==> src/rtl/l2_domain_reset_sequencer_if.sv <==
// Request, drain and clock/reset control bundle of the L2 domain reset sequencer.
// master drives request and drain_ack; slave is the sequencer.
interface l2_domain_reset_sequencer_if;
   logic req_valid;
   logic req_ready;
   logic drain_req;
   logic drain_ack;
   logic clock_en;
   logic domain_reset;
   logic busy;
   logic done;
   logic timeout_flag;

   modport master (
      output req_valid,
      output drain_ack,
      input  req_ready,
      input  drain_req,
      input  clock_en,
      input  domain_reset,
      input  busy,
      input  done,
      input  timeout_flag
   );

   modport slave (
      input  req_valid,
      input  drain_ack,
      output req_ready,
      output drain_req,
      output clock_en,
      output domain_reset,
      output busy,
      output done,
      output timeout_flag
   );
endinterface

==> src/rtl/l2_domain_reset_sequencer.sv <==
// L2 domain reset sequencer: drain, gate, hold reset, gate, run.
// Optional drain-ack timeout enabled by defining L2_RST_SEQ_TIMEOUT_EN.
module l2_domain_reset_sequencer #(
   parameter int HOLD_CYCLES    = 16,
   parameter int SETTLE_CYCLES  = 4,
   parameter int TIMEOUT_CYCLES = 256,
   parameter int CNT_W          = 9
) (
   input logic clock,
   input logic reset,
   l2_domain_reset_sequencer_if.slave ctl
);

   typedef enum logic [2:0] {
      RUN,
      DRAIN,
      GATE_A,
      HOLD,
      GATE_B
   } state_t;

   localparam logic [CNT_W-1:0] HOLD_LD   = CNT_W'(HOLD_CYCLES - 1);
   localparam logic [CNT_W-1:0] SETTLE_LD = CNT_W'(SETTLE_CYCLES - 1);
   localparam logic [CNT_W-1:0] DRAIN_LD  = CNT_W'(TIMEOUT_CYCLES - 1);

`ifdef L2_RST_SEQ_TIMEOUT_EN
   localparam bit TO_EN = 1'b1;
`else
   localparam bit TO_EN = 1'b0;
`endif

   state_t           state;
   state_t           state_nx;
   logic [CNT_W-1:0] cnt;
   logic [CNT_W-1:0] cnt_nx;
   logic             cnt_zero;
   logic             accept;
   logic             drain_to;

   logic             drain_req_q;
   logic             clock_en_q;
   logic             domain_reset_q;
   logic             req_ready_q;
   logic             busy_q;
   logic             done_q;

   assign cnt_zero = (cnt == '0);
   assign accept   = (state == RUN) && ctl.req_valid;
   // ack wins over an expiring count on the same cycle
   assign drain_to = TO_EN && (state == DRAIN)
                     && !ctl.drain_ack && cnt_zero;

   always_comb begin
      state_nx = state;
      cnt_nx   = cnt;
      unique case (state)
         RUN: begin
            if (accept) begin
               state_nx = DRAIN;
               cnt_nx   = DRAIN_LD;
            end
         end
         DRAIN: begin
            if (ctl.drain_ack || drain_to) begin
               state_nx = GATE_A;
               cnt_nx   = SETTLE_LD;
            end else if (TO_EN) begin
               cnt_nx = cnt - 1'b1;
            end
         end
         GATE_A: begin
            if (cnt_zero) begin
               state_nx = HOLD;
               cnt_nx   = HOLD_LD;
            end else begin
               cnt_nx = cnt - 1'b1;
            end
         end
         HOLD: begin
            if (cnt_zero) begin
               state_nx = GATE_B;
               cnt_nx   = SETTLE_LD;
            end else begin
               cnt_nx = cnt - 1'b1;
            end
         end
         GATE_B: begin
            if (cnt_zero) begin
               state_nx = RUN;
               cnt_nx   = '0;
            end else begin
               cnt_nx = cnt - 1'b1;
            end
         end
         default: begin
            state_nx = HOLD;
            cnt_nx   = HOLD_LD;
         end
      endcase
   end

   // outputs are registered from the next state so they track the state register
   always_ff @(posedge clock) begin
      if (reset) begin
         state          <= HOLD;
         cnt            <= HOLD_LD;
         done_q         <= 1'b0;
         drain_req_q    <= 1'b0;
         clock_en_q     <= 1'b1;
         domain_reset_q <= 1'b1;
         req_ready_q    <= 1'b0;
         busy_q         <= 1'b1;
      end else begin
         state          <= state_nx;
         cnt            <= cnt_nx;
         done_q         <= (state == GATE_B) && (state_nx == RUN);
         drain_req_q    <= (state_nx == DRAIN);
         clock_en_q     <= !((state_nx == GATE_A) || (state_nx == GATE_B));
         domain_reset_q <= (state_nx == HOLD);
         req_ready_q    <= (state_nx == RUN);
         busy_q         <= (state_nx != RUN);
      end
   end

`ifdef L2_RST_SEQ_TIMEOUT_EN
   logic tflag;

   always_ff @(posedge clock) begin
      if (reset) begin
         tflag <= 1'b0;
      end else if (drain_to) begin
         tflag <= 1'b1;
      end else if (accept) begin
         tflag <= 1'b0;
      end
   end

   assign ctl.timeout_flag = tflag;
`else
   assign ctl.timeout_flag = 1'b0;
`endif

   assign ctl.drain_req    = drain_req_q;
   assign ctl.clock_en     = clock_en_q;
   assign ctl.domain_reset = domain_reset_q;
   assign ctl.req_ready    = req_ready_q;
   assign ctl.busy         = busy_q;
   assign ctl.done         = done_q;

endmodule

==> src/flat_wrapper.sv <==
// flat-port wrapper written by rule: the top's interface ports become plain ports
module l2_domain_reset_sequencer_flat 
#(
   parameter int HOLD_CYCLES    = 16,
   parameter int SETTLE_CYCLES  = 4,
   parameter int TIMEOUT_CYCLES = 256,
   parameter int CNT_W          = 9
)
  (clock, reset, ctl_req_valid, ctl_drain_ack, ctl_req_ready, ctl_drain_req, ctl_clock_en, ctl_domain_reset, ctl_busy, ctl_done, ctl_timeout_flag);
  l2_domain_reset_sequencer_if ctl_i ();
  input logic clock;
  input logic reset;
  input wire logic [$bits(ctl_i.req_valid)-1:0] ctl_req_valid;
  input wire logic [$bits(ctl_i.drain_ack)-1:0] ctl_drain_ack;
  output wire logic [$bits(ctl_i.req_ready)-1:0] ctl_req_ready;
  output wire logic [$bits(ctl_i.drain_req)-1:0] ctl_drain_req;
  output wire logic [$bits(ctl_i.clock_en)-1:0] ctl_clock_en;
  output wire logic [$bits(ctl_i.domain_reset)-1:0] ctl_domain_reset;
  output wire logic [$bits(ctl_i.busy)-1:0] ctl_busy;
  output wire logic [$bits(ctl_i.done)-1:0] ctl_done;
  output wire logic [$bits(ctl_i.timeout_flag)-1:0] ctl_timeout_flag;
  assign ctl_i.req_valid = ctl_req_valid;
  assign ctl_i.drain_ack = ctl_drain_ack;
  assign ctl_req_ready = ctl_i.req_ready;
  assign ctl_drain_req = ctl_i.drain_req;
  assign ctl_clock_en = ctl_i.clock_en;
  assign ctl_domain_reset = ctl_i.domain_reset;
  assign ctl_busy = ctl_i.busy;
  assign ctl_done = ctl_i.done;
  assign ctl_timeout_flag = ctl_i.timeout_flag;
  l2_domain_reset_sequencer #(.HOLD_CYCLES(HOLD_CYCLES), .SETTLE_CYCLES(SETTLE_CYCLES), .TIMEOUT_CYCLES(TIMEOUT_CYCLES), .CNT_W(CNT_W)) u_core (.clock(clock), .reset(reset), .ctl(ctl_i));
endmodule
==> config.mk <==
export PLATFORM = sky130hd
export DESIGN_NAME = l2_domain_reset_sequencer_flat
export DESIGN_NICKNAME = d
export VERILOG_FILES = /design/src/rtl/l2_domain_reset_sequencer_if.sv /design/src/rtl/l2_domain_reset_sequencer.sv /design/src/flat_wrapper.sv
export SDC_FILE = /design/constraint.sdc
export NUM_CORES = 1
export LEC_CHECK = 0
export BUFFER_PORTS_ARGS = -buffer_cell sky130_fd_sc_hd__buf_2
export CAP_MARGIN = 40
export CORE_UTILIZATION = 51
export CTS_CLUSTER_SIZE = 28
export DETAILED_ROUTE_END_ITERATION = 12
export GPL_ROUTABILITY_DRIVEN = 0
export PLACE_DENSITY_LB_ADDON = 0.3
export SLEW_MARGIN = 20
export SYNTH_ARGS = -nofsm -noshare
export SYNTH_HDL_FRONTEND = slang
export SYNTH_SLANG_ARGS = --single-unit
==> constraint.sdc <==
create_clock -name clock -period 2.2 [get_ports clock]
set_clock_uncertainty 0.15 [all_clocks]
set_input_delay 0.22 -clock clock [delete_from_list [all_inputs] [get_ports clock]]
set_output_delay 0.22 -clock clock [all_outputs]
set_load 0.005 [all_outputs]
==> summary.txt <==
Worst hold path
  – Hold_sp: reset
  – Hold Path End: u_core.cnt[4]$_SDFFE_PP0P_
  – HP Class: input pin to flop
  – Hold path depth: 2

Power
  – Seq pwr share: 0.579
  – Clock power frac: 0.364
  – P_int: 447 uW
  – NetSw: 133 uW
  – P_leak: between 0.0004 and 0.0005 uW
  – Share of power burned in combinational logic: 0.056
  – Max VDD drop: 0.000349 V
  – Switching share of total power: 0.229
  – Pwr Density: 505 mW/mm^2

Routing
  – DRT Wirelength: roughly 2.3 mm
  – Vias per cell: around 5.8
  – Number of DRC markers in iteration 0: 55
  – Post-DRT Antenna Nets: 0
  – Vias: roughly 940
  – Drt first pass iters: 4
  – DRC violations left: 0
  – Drt wl/cell: 14.0 microns

Die
  – I/O pins: 11
  – Core ar.: between 0.0015 and 0.002 sq mm
  – Die width: 47.7 microns
  – Die H: between 40 and 50 microns
  – Die ar.: ~0.0023 sq mm
  – Core Rows: 16
  – Starting Density: 0.543

STA
  – Max Transition Viols Final: 0
  – Setup Total Neg Slack: 0 ns
  – Min Tclk post-route: a little under 2 ns
  – RSZ-0062 raised after global routing: no
  – Highest clock rate: 0.516 GHz
  – Fin crit share: 0.880
  – Final hold vios: 0
  – # setup viols final: 0

Synth
  – YS warnings: 0
  – Synth top area share: 0.338
  – Flops & latches, synth: 18
  – Synthesized area: 0.00107 sq mm
  – Top cells by area, synth: dfxtp_1 (34%), o21ai_0 (5.2%), a21oi_1 (4.2%)
  – Sequential share of the synthesized area: 0.338
  – EDFF count, synth: 0
  – Top post-synthesis cells by count: dfxtp_1 (18), nand2_1 (11), o21ai_0 (11)
  – Netlist cell types: 47
  – Synth area leader: dfxtp_1
  – Mean Syn Cell Area: 8.39 sq um
  – Async S/R FF share, synth: 0
  – Post-Synthesis Net Count: 132
  – Dominant synthesized flop cell: dfxtp_1
  – Mapped Cells: 127
  – Most frequent cell after synthesis: dfxtp_1

Final layout
  – Area delta synth->final: 7.63%
  – Ant diodes: 0
  – Layout cells sized above 1: 0.193
  – Post-Layout Cell Count: about 160
  – Storage element area: 360 sq um
  – Layout filler cell count: 186
  – Area of the multi-input gates: approximately 640 sq um
  – Final nets: 141
  – Final core occ: 0.585

Setup path
  – Critical path arrival: 1.98 ns
  – Worst flop-to-flop path endpoint: u_core.ctl.busy$_SDFF_PP1_
  – Worst R2R Path Depth: 6
  – CP max FO: 6
  – Req. time, crit path: 2.24 ns
  – Worst reg-to-reg setup slack: 0.26 ns
  – Crit path kind: flop to flop
  – Critical Path Sink Type: flop
  – Reg2reg start: u_core.cnt[0]$_SDFFE_PP1P_
  – Worst setup SP type: flop

GRT
  – First-pass GRT wire length: 3.57 mm
  – Vias in the first global route: 780
  – Antenna violations before repair: 0
  – Tot GR Track Use: 0.223
  – Largest net degree at the start of global routing: 18
  – Total gr overflow: 0

CTS
  – Num CTS Buffers: 3
  – Post-CTS Resized: 0
  – TritonCTS clock tree: built
  – CTS Root Cell: clkbuf_4
  – Clk_lat worst skew: ~0.30 ns
  – Max Buffers Root-to-Sink: 2
  – H-tree levels: 1
  – Post-CTS setup buffer count: 0
  – CTS sink count: 18
  – Clock transition at path regs: ~0.11 ns
  – CTS hold repair buffers: 0

Flow run
  – Max-capacitance violation count: 0

Placement
  – Final HPWL DP: 1.68 mm
  – IO buf count: 9
  – Placed Instances: 158

Outcome
  – Status: complete, no violations
## power by group through the flow
stage	sequential (uW)	clock, uW	combinational, uW
after global placement	343	0	31.8
after floorplan	342	0	25.3
after detailed placement	343	0	32.3
after global routing	337	230	37.0
final	336	211	32.6
after CTS	336	214	32.6
## routing by layer
layer | track usage | vias up | share of wire
li1 | - | 477 | -
met1 | 0.349 | 424 | 0.50
met2 | 0.297 | 36 | 0.43
met3 | 0.0415 | 6 | 0.061
met4 | 0.0833 | 0 | 0.011
met5 | 0 | - | 0
## flip-flops by register name (all words and copies together) (netlist names)
signal and cells:
u_core.cnt 9, u_core.ctl.busy 1, u_core.ctl.clock_en 1, u_core.ctl.domain_reset 1, u_core.ctl.done 1, u_core.ctl.drain_req 1
u_core.ctl.req_ready 1, u_core.state 3
## final cells by class
class | instances | share of cell area
Clock buffer | 4 | 0.0316
Inverter | 4 | 0.0131
Multi-Input combinational cell | 98 | 0.559
Sequential cell | 18 | 0.314
Tap cell | 27 | 0.0294
Timing Repair Buffer | 11 | 0.0523
## critical path: stages (launching register included)
cell     delay, ns
dfxtp_1       0.36
inv_1         0.08
ha_1          0.20
nor4b_4       0.33
a21oi_1       0.14
o22a_2        0.23
or3_1         0.33
## through the flow
| stage | hold WS (ns) | worst slack, ns | instance area (sq um) | power, uW |
|---|---|---|---|---|
| detailed placement | 0.350 | 0.285 | 1110 | 376 |
| finish | 0.125 | 0.263 | 1150 | 580 |
| global placement | 0.340 | 0.332 | 1110 | 375 |
| CTS | 0.136 | 0.283 | 1150 | 582 |
| floorplan | 0.176 | 0.430 | 1070 | 367 |
| global route | 0.147 | 0.116 | 1150 | 604 |
## cells by family after synthesis
group | after synthesis | synth area share
and+or+nand+nor | 48 | 0.275
AOI/OAI and AO/OA | 43 | 0.265
DFF | 18 | 0.338
buffers and inverters | 11 | 0.0598
adders and majority gates | 2 | 0.0223
xor gates and xnor gates | 2 | 0.0164
muxes | 2 | 0.0200
other | 1 | 0.00352
## worst max path at each step
stage / start / end / slack (ns) / cells past startpoint
2_1_floorplan: u_core.cnt[0]$_SDFFE_PP1P_ / u_core.ctl.busy$_SDFF_PP1_ / 0.43 / 6
3_3_place_gp: u_core.state[1]$_SDFF_PP1_ / u_core.cnt[3]$_SDFFE_PP1P_ / 0.33 / 4
3_5_place_dp: u_core.state[1]$_SDFF_PP1_ / u_core.cnt[3]$_SDFFE_PP1P_ / 0.28 / 4
4_1_cts: u_core.cnt[0]$_SDFFE_PP1P_ / u_core.ctl.busy$_SDFF_PP1_ / 0.28 / 6
5_1_grt: u_core.cnt[0]$_SDFFE_PP1P_ / u_core.ctl.busy$_SDFF_PP1_ / 0.12 / 6
6_report: u_core.cnt[0]$_SDFFE_PP1P_ / u_core.ctl.busy$_SDFF_PP1_ / 0.26 / 6
## cells in the final DEF, fill, tap and decap left out, types with 2 or more instances in the layout
cell / Yosys / layout
a21o_1: 5 / 5
inv_1: 4 / 4
a21oi_1: 9 / 9
clkbuf_4: 0 / 3
dfxtp_1: 18 / 18
o211ai_1: 3 / 3
buf_2: 3 / 9
nor2_1: 6 / 6
o22ai_1: 2 / 2
nor3_1: 2 / 2
or3_1: 3 / 3
nand2b_1: 7 / 7
nand3_1: 4 / 4
buf_4: 1 / 2
nand2_1: 11 / 11
o21ai_0: 11 / 11
nor2b_1: 4 / 4
nor4_1: 2 / 2
xnor2_1: 2 / 2
Note: power is estimated with default switching activity, not from simulation.
